$ cat src/rtl/mem_port_arbiter.sv
// mem_port_arbiter: shares one memory request/response port between the
// instruction-fetch stage (read-only) and the memory-access stage (load/store).
// One transaction is in flight at a time; the grant is held from request
// through read response. Memory-access has fixed priority, bounded by a
// wait counter that forces a fetch grant after STARVE_LIMIT consecutive
// memory-access grants while fetch was waiting.
module mem_port_arbiter #(
    parameter int STARVE_LIMIT = 8
) (
    input  logic        clk,
    input  logic        rst_n,
    // instruction fetch
    input  logic [31:0] if_addr,
    input  logic        if_rd,
    output logic        if_req_ready,
    output logic [31:0] if_rdata,
    output logic        if_rdata_valid,
    input  logic        if_rdata_ready,
    // memory access (load/store)
    input  logic [31:0] ma_addr,
    input  logic        ma_rd,
    input  logic        ma_wr,
    input  logic [31:0] ma_wdata,
    input  logic [3:0]  ma_wstrb,
    output logic        ma_req_ready,
    output logic [31:0] ma_rdata,
    output logic        ma_rdata_valid,
    input  logic        ma_rdata_ready,
    // external memory
    output logic [31:0] mem_addr,
    output logic        mem_rd,
    output logic        mem_wr,
    output logic [31:0] mem_wdata,
    output logic [3:0]  mem_wstrb,
    input  logic        mem_req_ready,
    input  logic [31:0] mem_rdata,
    input  logic        mem_rdata_valid,
    output logic        mem_rdata_ready
);

    localparam int CW = $clog2(STARVE_LIMIT + 1);
    localparam logic [CW-1:0] CNT_MAX = CW'(STARVE_LIMIT);

    localparam logic [1:0] S_IDLE = 2'd0;
    localparam logic [1:0] S_REQ  = 2'd1;
    localparam logic [1:0] S_RESP = 2'd2;

    logic [1:0]    state_q, state_d;
    logic          gnt_q, gnt_d;          // 0 = fetch owns the port, 1 = memory-access
    logic [CW-1:0] wait_cnt_q, wait_cnt_d;
    logic          drain_q;               // high for the cycle after reset is released

    logic in_req, in_resp;
    logic ma_any, if_starving, ma_wins;
    logic owner_is_write, owner_rready;

    assign in_req         = (state_q == S_REQ);
    assign in_resp        = (state_q == S_RESP);
    assign ma_any         = ma_rd | ma_wr;
    assign if_starving    = if_rd & (wait_cnt_q == CNT_MAX);
    assign ma_wins        = ma_any & ~if_starving;
    // A store wins over a load if both are raised; fetch never writes.
    assign owner_is_write = gnt_q & ma_wr;
    assign owner_rready   = gnt_q ? ma_rdata_ready : if_rdata_ready;

    // Next-state, grant selection and starvation counting
    always_comb begin
        state_d    = state_q;
        gnt_d      = gnt_q;
        wait_cnt_d = wait_cnt_q;
        case (state_q)
            S_IDLE: begin
                if (ma_wins) begin
                    gnt_d   = 1'b1;
                    state_d = S_REQ;
                end else if (if_rd) begin
                    gnt_d   = 1'b0;
                    state_d = S_REQ;
                end
                // Count memory-access grants that left fetch waiting; anything else clears.
                if (ma_wins && if_rd) begin
                    wait_cnt_d = (wait_cnt_q == CNT_MAX) ? wait_cnt_q : wait_cnt_q + CW'(1);
                end else begin
                    wait_cnt_d = '0;
                end
            end
            S_REQ: begin
                if (mem_req_ready) begin
                    state_d = owner_is_write ? S_IDLE : S_RESP;
                end
            end
            S_RESP: begin
                if (mem_rdata_valid && owner_rready) begin
                    state_d = S_IDLE;
                end
            end
            default: state_d = S_IDLE;
        endcase
    end

    // Route the owner's request to memory and the memory response back to the owner
    always_comb begin
        mem_addr        = '0;
        mem_rd          = 1'b0;
        mem_wr          = 1'b0;
        mem_wdata       = '0;
        mem_wstrb       = '0;
        if_req_ready    = 1'b0;
        ma_req_ready    = 1'b0;
        if_rdata        = '0;
        if_rdata_valid  = 1'b0;
        ma_rdata        = '0;
        ma_rdata_valid  = 1'b0;
        mem_rdata_ready = drain_q;
        if (in_req) begin
            if (gnt_q) begin
                mem_addr     = ma_addr;
                mem_wr       = ma_wr;
                mem_rd       = ma_rd & ~ma_wr;
                mem_wdata    = ma_wr ? ma_wdata : '0;
                mem_wstrb    = ma_wr ? ma_wstrb : '0;
                ma_req_ready = mem_req_ready;
            end else begin
                mem_addr     = if_addr;
                mem_rd       = if_rd;
                if_req_ready = mem_req_ready;
            end
        end
        if (in_resp) begin
            mem_rdata_ready = drain_q | owner_rready;
            if (gnt_q) begin
                ma_rdata       = mem_rdata;
                ma_rdata_valid = mem_rdata_valid;
            end else begin
                if_rdata       = mem_rdata;
                if_rdata_valid = mem_rdata_valid;
            end
        end
    end

    // State, grant, counter and post-reset drain registers
    always_ff @(posedge clk) begin
        drain_q <= ~rst_n;
        if (!rst_n) begin
            state_q    <= S_IDLE;
            gnt_q      <= 1'b0;
            wait_cnt_q <= '0;
        end else begin
            state_q    <= state_d;
            gnt_q      <= gnt_d;
            wait_cnt_q <= wait_cnt_d;
        end
    end

endmodule

$ cat config.mk
export PLATFORM = sky130hd
export DESIGN_NAME = mem_port_arbiter
export DESIGN_NICKNAME = d
export VERILOG_FILES = /design/src/rtl/mem_port_arbiter.sv
export SDC_FILE = /design/constraint.sdc
export NUM_CORES = 1
export LEC_CHECK = 0
export BUFFER_PORTS_ARGS = -buffer_cell sky130_fd_sc_hd__buf_4
export CORE_AREA = 10 10 100 102
export CTS_CLUSTER_SIZE = 30
export DETAILED_ROUTE_END_ITERATION = 10
export DIE_AREA = 0 0 110 112
export GPL_ROUTABILITY_DRIVEN = 1
export PLACE_DENSITY = 0.67
export SETUP_SLACK_MARGIN = 0.4
export SKIP_CTS_REPAIR_TIMING = 1
export SLEW_MARGIN = 5
export SYNTH_ARGS = -nofsm -noshare
export SYNTH_HDL_FRONTEND = slang
export SYNTH_SLANG_ARGS = --single-unit
$ cat constraint.sdc
create_clock -name clk -period 1.1 [get_ports clk]
set_input_delay 0.165 -clock clk [delete_from_list [all_inputs] [get_ports clk]]
set_output_delay 0.165 -clock clk [all_outputs]
set_load 0.005 [all_outputs]
==> flow_summary.json, run 1 <==
{
  "grt_overflow_total": 0,
  "yosysWarnings": 0,
  "pwr_density_cell_nw_per_um2": 565,
  "period_minus_slack_ns": 1.50,
  "critPathMaxFanout": 6,
  "area_growth_pct": 160,
  "grt_first_pass_wirelength_um": 15300,
  "nets": 690,
  "wl_um": 11100,
  "fin_cells": 651,
  "drtIter0Drc": 97,
  "status": "complete, but fails checks",
  "cts_tree": "yes",
  "die_width_um": 110,
  "holdWs_ns": 0.148,
  "row_count": 33,
  "failed_checks": "setup timing",
  "layout_commonest_cell": "buf_4",
  "synth_nets": 385,
  "setup_slack_ns": -0.401,
  "end_kind": "output pin",
  "htreeDepth": 1,
  "initial_core_util": 0.212,
  "avgViaCountPerCell": 4.32,
  "antenna_found_initial": 0,
  "insertion_delay_ns": 0.24,
  "vdd_ir_drop_max_v": 0.000240,
  "worst_ep_required_time_ns": 0.94,
  "fin_area_sq_um": 4430,
  "path_cells": "nand2b_4 > buf_4 > nor2_4 > and2_1 > buf_4",
  "die_h_um": 112,
  "first_pass_iters": 4,
  "clk_pin_slew_ns": 0.05,
  "finClkSkew_ns": 0.0106,
  "netlist_area_sq_um": 1700,
  "drcViolationCount": 0,
  "hpwl_um": 9660,
  "fillerInstances": 742,
  "final_cell_mix": "297 x buf_4, 94 x and2_1, 32 x mux2i_1",
  "slew_violations": 0,
  "intPower_mw": 1.64,
  "ys_ff_latch": 8,
  "cap_violations": 0,
  "swShare": 0.344,
  "cpMostUsedCell": "buf_4",
  "ys_types": 34,
  "pwr-share-comb": 0.702,
  "final-setup-viol-count": 140,
  "period_share": 1.36,
  "p_sw_mw": 0.861,
  "worstSetupPathType": "flop to output pin",
  "placedCellCount": 639,
  "synthCells": 242,
  "critPathMaxStageDelay_ns": 0.34,
  "syn_area_per_cell_sq_um": 7.04,
  "leakagePower_nw": 2.38,
  "p_clk_frac": 0.162,
  "holdCritPathClass": "input pin to flop",
  "seqPwrFrac": 0.136,
  "reg2regPathDepth": 4,
  "io_buffers": 279,
  "relSlewSlack": 0.827,
  "final_core_util": 0.550,
  "root_buffer": "clkbuf_8",
  "cts_buffers": 3,
  "vias": 2811,
  "drive_gt1_frac": 0.650,
  "cts_buffer_depth": 2,
  "wl_per_cell_um": 17.0,
  "ios": 280,
  "worst_pin_slew_ns": 0.257,
  "grt_max_degree": 38,
  "critical_path_arrival_ns": 1.34,
  "dpl_cell_area_sq_um": 4160,
  "gp_congestion": 0.878,
  "ant_nets": 0,
  "yosysSeqAreaShare": 0.0940,
  "grt_pass1_vias": 2968,
  "grt_setup_unrepaired": "yes",
  "fmax_ghz": 0.666,
  "pre_cts_ws_ns": -0.228,
  "coreArea_sq_um": 8050,
  "cts_sinks": 8,
  "hold_depth": 2,
  "dieArea_sq_um": 12300,
  "grtUsageTotal": 0.153,
  "startpoint_type": "flop",
  "critical-path-slowest-cell": "dfxtp_4",
  "diodes": 0,
  "finalHoldViolCount": 0
}
[cells in the mapped netlist]
| cell type | n | area share |
|---|---|---|
| clkbuf_2 | 5 | 0.015 |
| o21bai_1 | 2 | 0.0088 |
| o21a_1 | 1 | 0.0044 |
| dfxtp_1 | 8 | 0.094 |
| and2_1 | 100 | 0.37 |
| nand2_1 | 1 | 0.0022 |
| nand4_1 | 4 | 0.015 |
| a21oi_1 | 3 | 0.0088 |
| a21o_1 | 1 | 0.0044 |
| nand3_1 | 1 | 0.0029 |
| and3_1 | 1 | 0.0037 |
| nor3b_1 | 1 | 0.0044 |
| mux2i_1 | 34 | 0.20 |
| a2111oi_0 | 1 | 0.0051 |
| a31oi_1 | 2 | 0.0073 |
| ha_1 | 2 | 0.015 |
| nor3_1 | 4 | 0.012 |
| nor2_8 | 1 | 0.012 |
| buf_4 | 3 | 0.013 |
| nor2_2 | 1 | 0.0037 |
| a221oi_2 | 1 | 0.0088 |
| o21ai_0 | 5 | 0.015 |
| nand4b_1 | 1 | 0.0051 |
| nor4_1 | 1 | 0.0037 |
| nor2b_1 | 1 | 0.0037 |
| nand2b_4 | 2 | 0.016 |
| o221ai_1 | 1 | 0.0051 |
| nor2_1 | 35 | 0.077 |
| nand3b_1 | 2 | 0.0088 |
| buf_6 | 4 | 0.026 |
| nand2b_1 | 1 | 0.0037 |
| inv_1 | 7 | 0.015 |
| buf_2 | 4 | 0.012 |
| clkbuf_1 | 1 | 0.0022 |
[registers in the layout (all words and copies together), names as in the netlist]
register    cells
wait_cnt_q      4
state_q         2
gnt_q           1
drain_q         1
[kinds of logic (layout without fill, tap and decap cells)]
| family | Yosys count | in the layout | share of synthesized area |
|---|---|---|---|
| buffers and inverters | 24 | 325 | 0.0837 |
| adders and majority gates | 2 | 2 | 0.0147 |
| DFF | 8 | 8 | 0.0940 |
| AOI/OAI and AO/OA | 17 | 17 | 0.0675 |
| and+or+nand+nor | 157 | 160 | 0.540 |
| muxes | 34 | 34 | 0.200 |
[area by class of cell]
type                       instances  area, sq um  area share
sequential                         8          176      0.0398
timing repair buffer             314         2470       0.558
tap                              105          131      0.0297
multi-input combinational        213         1580       0.356
inverter                           7         28.8     0.00650
clock buffer                       4         45.0      0.0102
[critical path, delay by kind of cell, from the launching register on]
| kind | cells | cell delay, ns |
|---|---|---|
| buffers and inverters | 2 | 0.29 |
| AND/OR/NAND/NOR | 3 | 0.47 |
| flip-flops | 1 | 0.34 |
[worst paths after layout]
path / start / end / slack (ns)
setup / recovery: state_q[1] / mem_wdata[29] / -0.40
hold reg to reg: wait_cnt_q[3] / wait_cnt_q[3] / 0.53
setup reg to reg: state_q[1] / state_q[1] / -0.12
hold / removal: mem_req_ready / state_q[0] / 0.15
[power groups by stage]
stage	Combinational [mW]	Clock, mW	Sequential [mW]
2_1_floorplan	0.664	0	0.343
3_3_place_gp	1.62	0	0.344
3_5_place_dp	1.64	0	0.345
4_1_cts	1.64	0.400	0.340
5_1_grt	1.91	0.429	0.344
6_report	1.76	0.405	0.341
[routing by layer]
| layer | track usage | up-vias | share of wire |
|---|---|---|---|
| met5 | 0 | - | 0 |
| met4 | 0.0356 | 0 | 0.011 |
| met3 | 0.0669 | 11 | 0.13 |
| met2 | 0.303 | 165 | 0.54 |
| met1 | 0.134 | 1234 | 0.32 |
| li1 | - | 1401 | - |
[through the flow]
| stage | power [mW] | setup TNS (ns) |
|---|---|---|
| 2_1_floorplan | 1.01 | -2.38 |
| 3_3_place_gp | 1.97 | -15.45 |
| 3_5_place_dp | 1.99 | -17.72 |
| 4_1_cts | 2.38 | -53.95 |
| 5_1_grt | 2.68 | -58.68 |
| 6_report | 2.50 | -49.41 |
(Power assumes the default switching activity.)
==> run 2, diff against run 1 <==
- PLACE_DENSITY: 0.67 -> not set
- clock period: 1.1 -> 1.9 ns (I/O delays scaled with it)
==> run 2 against run 1 <==
  * The flow now finishes without violations
  * Clock skew is 0.0061 ns lower
  * Total power is 40% lower
  * Via count is 3.0% lower
  * Non-clock buffer count is 9 lower
  * Highest routed layer unchanged
  * Sequential share of layout area shrank 0.22 points
  * Die area is the same
  * Global-route usage grew 1.8 points
  * Sequential cell count unchanged
  * Register-to-register slack better by 0.68 ns
  * Clock power fell by 49%
  * Cell area up 1.4%
  * Largest cell class unchanged
==> flow_summary.json, run 2 (synthesized netlist as in run 1, its figures left out) <==
{
  "grt_first_pass_wirelength_um": 16600,
  "worst_pin_slew_ns": 0.492,
  "cpMostUsedCell": "buf_4",
  "setup_slack_ns": 0.238,
  "intPower_mw": 0.989,
  "grt_max_degree": 38,
  "min-delay-start": "mem_req_ready",
  "gp_congestion": 0.869,
  "grt_setup_unrepaired": "yes",
  "r2r-start": "state_q[1]",
  "vdd_ir_drop_max_v": 0.000261,
  "p_clk_frac": 0.138,
  "wl_per_cell_um": 19.4,
  "pwr_density_cell_nw_per_um2": 334,
  "cts_sinks": 8,
  "layout_commonest_cell": "buf_4",
  "clk_pin_slew_ns": 0.04,
  "top_regs": "wait_cnt_q (4), state_q (2)",
  "critPathMaxStageDelay_ns": 0.32,
  "final-setup-viol-count": 0,
  "pre_cts_ws_ns": 0.263,
  "first_pass_iters": 4,
  "io_buffers": 279,
  "nets": 681,
  "critical-path-slowest-cell": "dfxtp_2",
  "cp-startpoint": "state_q[1]",
  "drcViolationCount": 0,
  "cts_buffer_depth": 2,
  "holdWs_ns": 0.279,
  "startpoint_type": "flop",
  "finClkSkew_ns": 0.00453,
  "die_h_um": 112,
  "worstSetupPathType": "flop to output pin",
  "path_cells": "buf_4 > nand2b_4 > nor2_4 > buf_8 > and2_1 > buf_4",
  "coreArea_sq_um": 8050,
  "dieArea_sq_um": 12300,
  "critPathMaxFanout": 16,
  "worst_ep_required_time_ns": 1.62,
  "cts_tree": "yes",
  "fin_tns_setup_ns": 0,
  "seqPwrFrac": 0.134,
  "final_cell_mix": "278 x buf_4, 91 x and2_1, 29 x mux2i_1",
  "drive_gt1_frac": 0.651,
  "largest_reg_flops": 4,
  "ios": 280,
  "htreeDepth": 1,
  "pwr-share-comb": 0.728,
  "top_register": "wait_cnt_q",
  "critical_path_arrival_ns": 1.38,
  "cts_buffers": 3,
  "grtUsageTotal": 0.171,
  "wl_um": 12400,
  "avgViaCountPerCell": 4.25,
  "insertion_delay_ns": 0.23,
  "grt_pass1_vias": 2743,
  "slew_violations": 0,
  "initial_core_util": 0.212,
  "drtIter0Drc": 74,
  "hpwl_um": 10100,
  "grt_overflow_total": 0,
  "period_share": 0.875,
  "final_core_util": 0.558,
  "swShare": 0.340,
  "end_kind": "output pin",
  "finalHoldViolCount": 0,
  "die_width_um": 110,
  "period_minus_slack_ns": 1.66,
  "root_buffer": "clkbuf_8",
  "vias": 2727,
  "cap_violations": 0,
  "ant_nets": 0,
  "holdCritPathClass": "input pin to flop",
  "leakagePower_nw": 2.38,
  "diodes": 0,
  "fmax_ghz": 0.602,
  "status": "finished, final reports clean",
  "p_sw_mw": 0.509,
  "area_growth_pct": 164,
  "relSlewSlack": 0.670,
  "antenna_found_initial": 0,
  "row_count": 33
}
## run 2: layout make-up
class,count,area [sq um]
Sequential cell,8,169
Timing Repair Buffer,305,2550
Fill cell,757,3560
Clock buffer,3,41.3
Inverter,7,30.0
Tap cell,105,131
Multi-Input combinational cell,213,1570
## run 2: worst max-delay path: cells and delay by family, from the launching register on
kind | cells | cell delay (ns)
buffers and inverters | 3 | 0.41
AND/OR/NAND/NOR | 3 | 0.41
flip-flops | 1 | 0.32
## run 2: stage by stage
| stage | total power [mW] | instances | cell area, sq um |
|---|---|---|---|
| final | 1.50 | 641 | 4490 |
| after global placement | 1.02 | 616 | 3870 |
| after floorplan | 0.532 | 242 | 1700 |
| after global routing | 1.59 | 641 | 4490 |
| after detailed placement | 1.02 | 616 | 3870 |
| after CTS | 1.23 | 619 | 3910 |
## run 2: routing by layer
layer | GRT usage | share of wire
met5 | 0 | 0
met4 | 0.0122 | 0.0053
met3 | 0.0652 | 0.077
met2 | 0.340 | 0.58
met1 | 0.163 | 0.34
## run 2: worst paths after layout
check	endpoint	slack (ns)	cells past startpoint
setup / recovery	ma_rdata[25]	0.24	6
hold / removal	state_q[0]	0.28	2
setup reg to reg	state_q[1]	0.56	5
hold reg to reg	state_q[0]	0.51	1
## run 2: power by group through the flow
stage,clock (mW),combinational (mW),sequential [mW]
6_report,0.207,1.09,0.201
5_1_grt,0.222,1.17,0.202
4_1_cts,0.206,0.826,0.197
3_5_place_dp,0,0.822,0.200
3_3_place_gp,0,0.817,0.199
2_1_floorplan,0,0.338,0.194
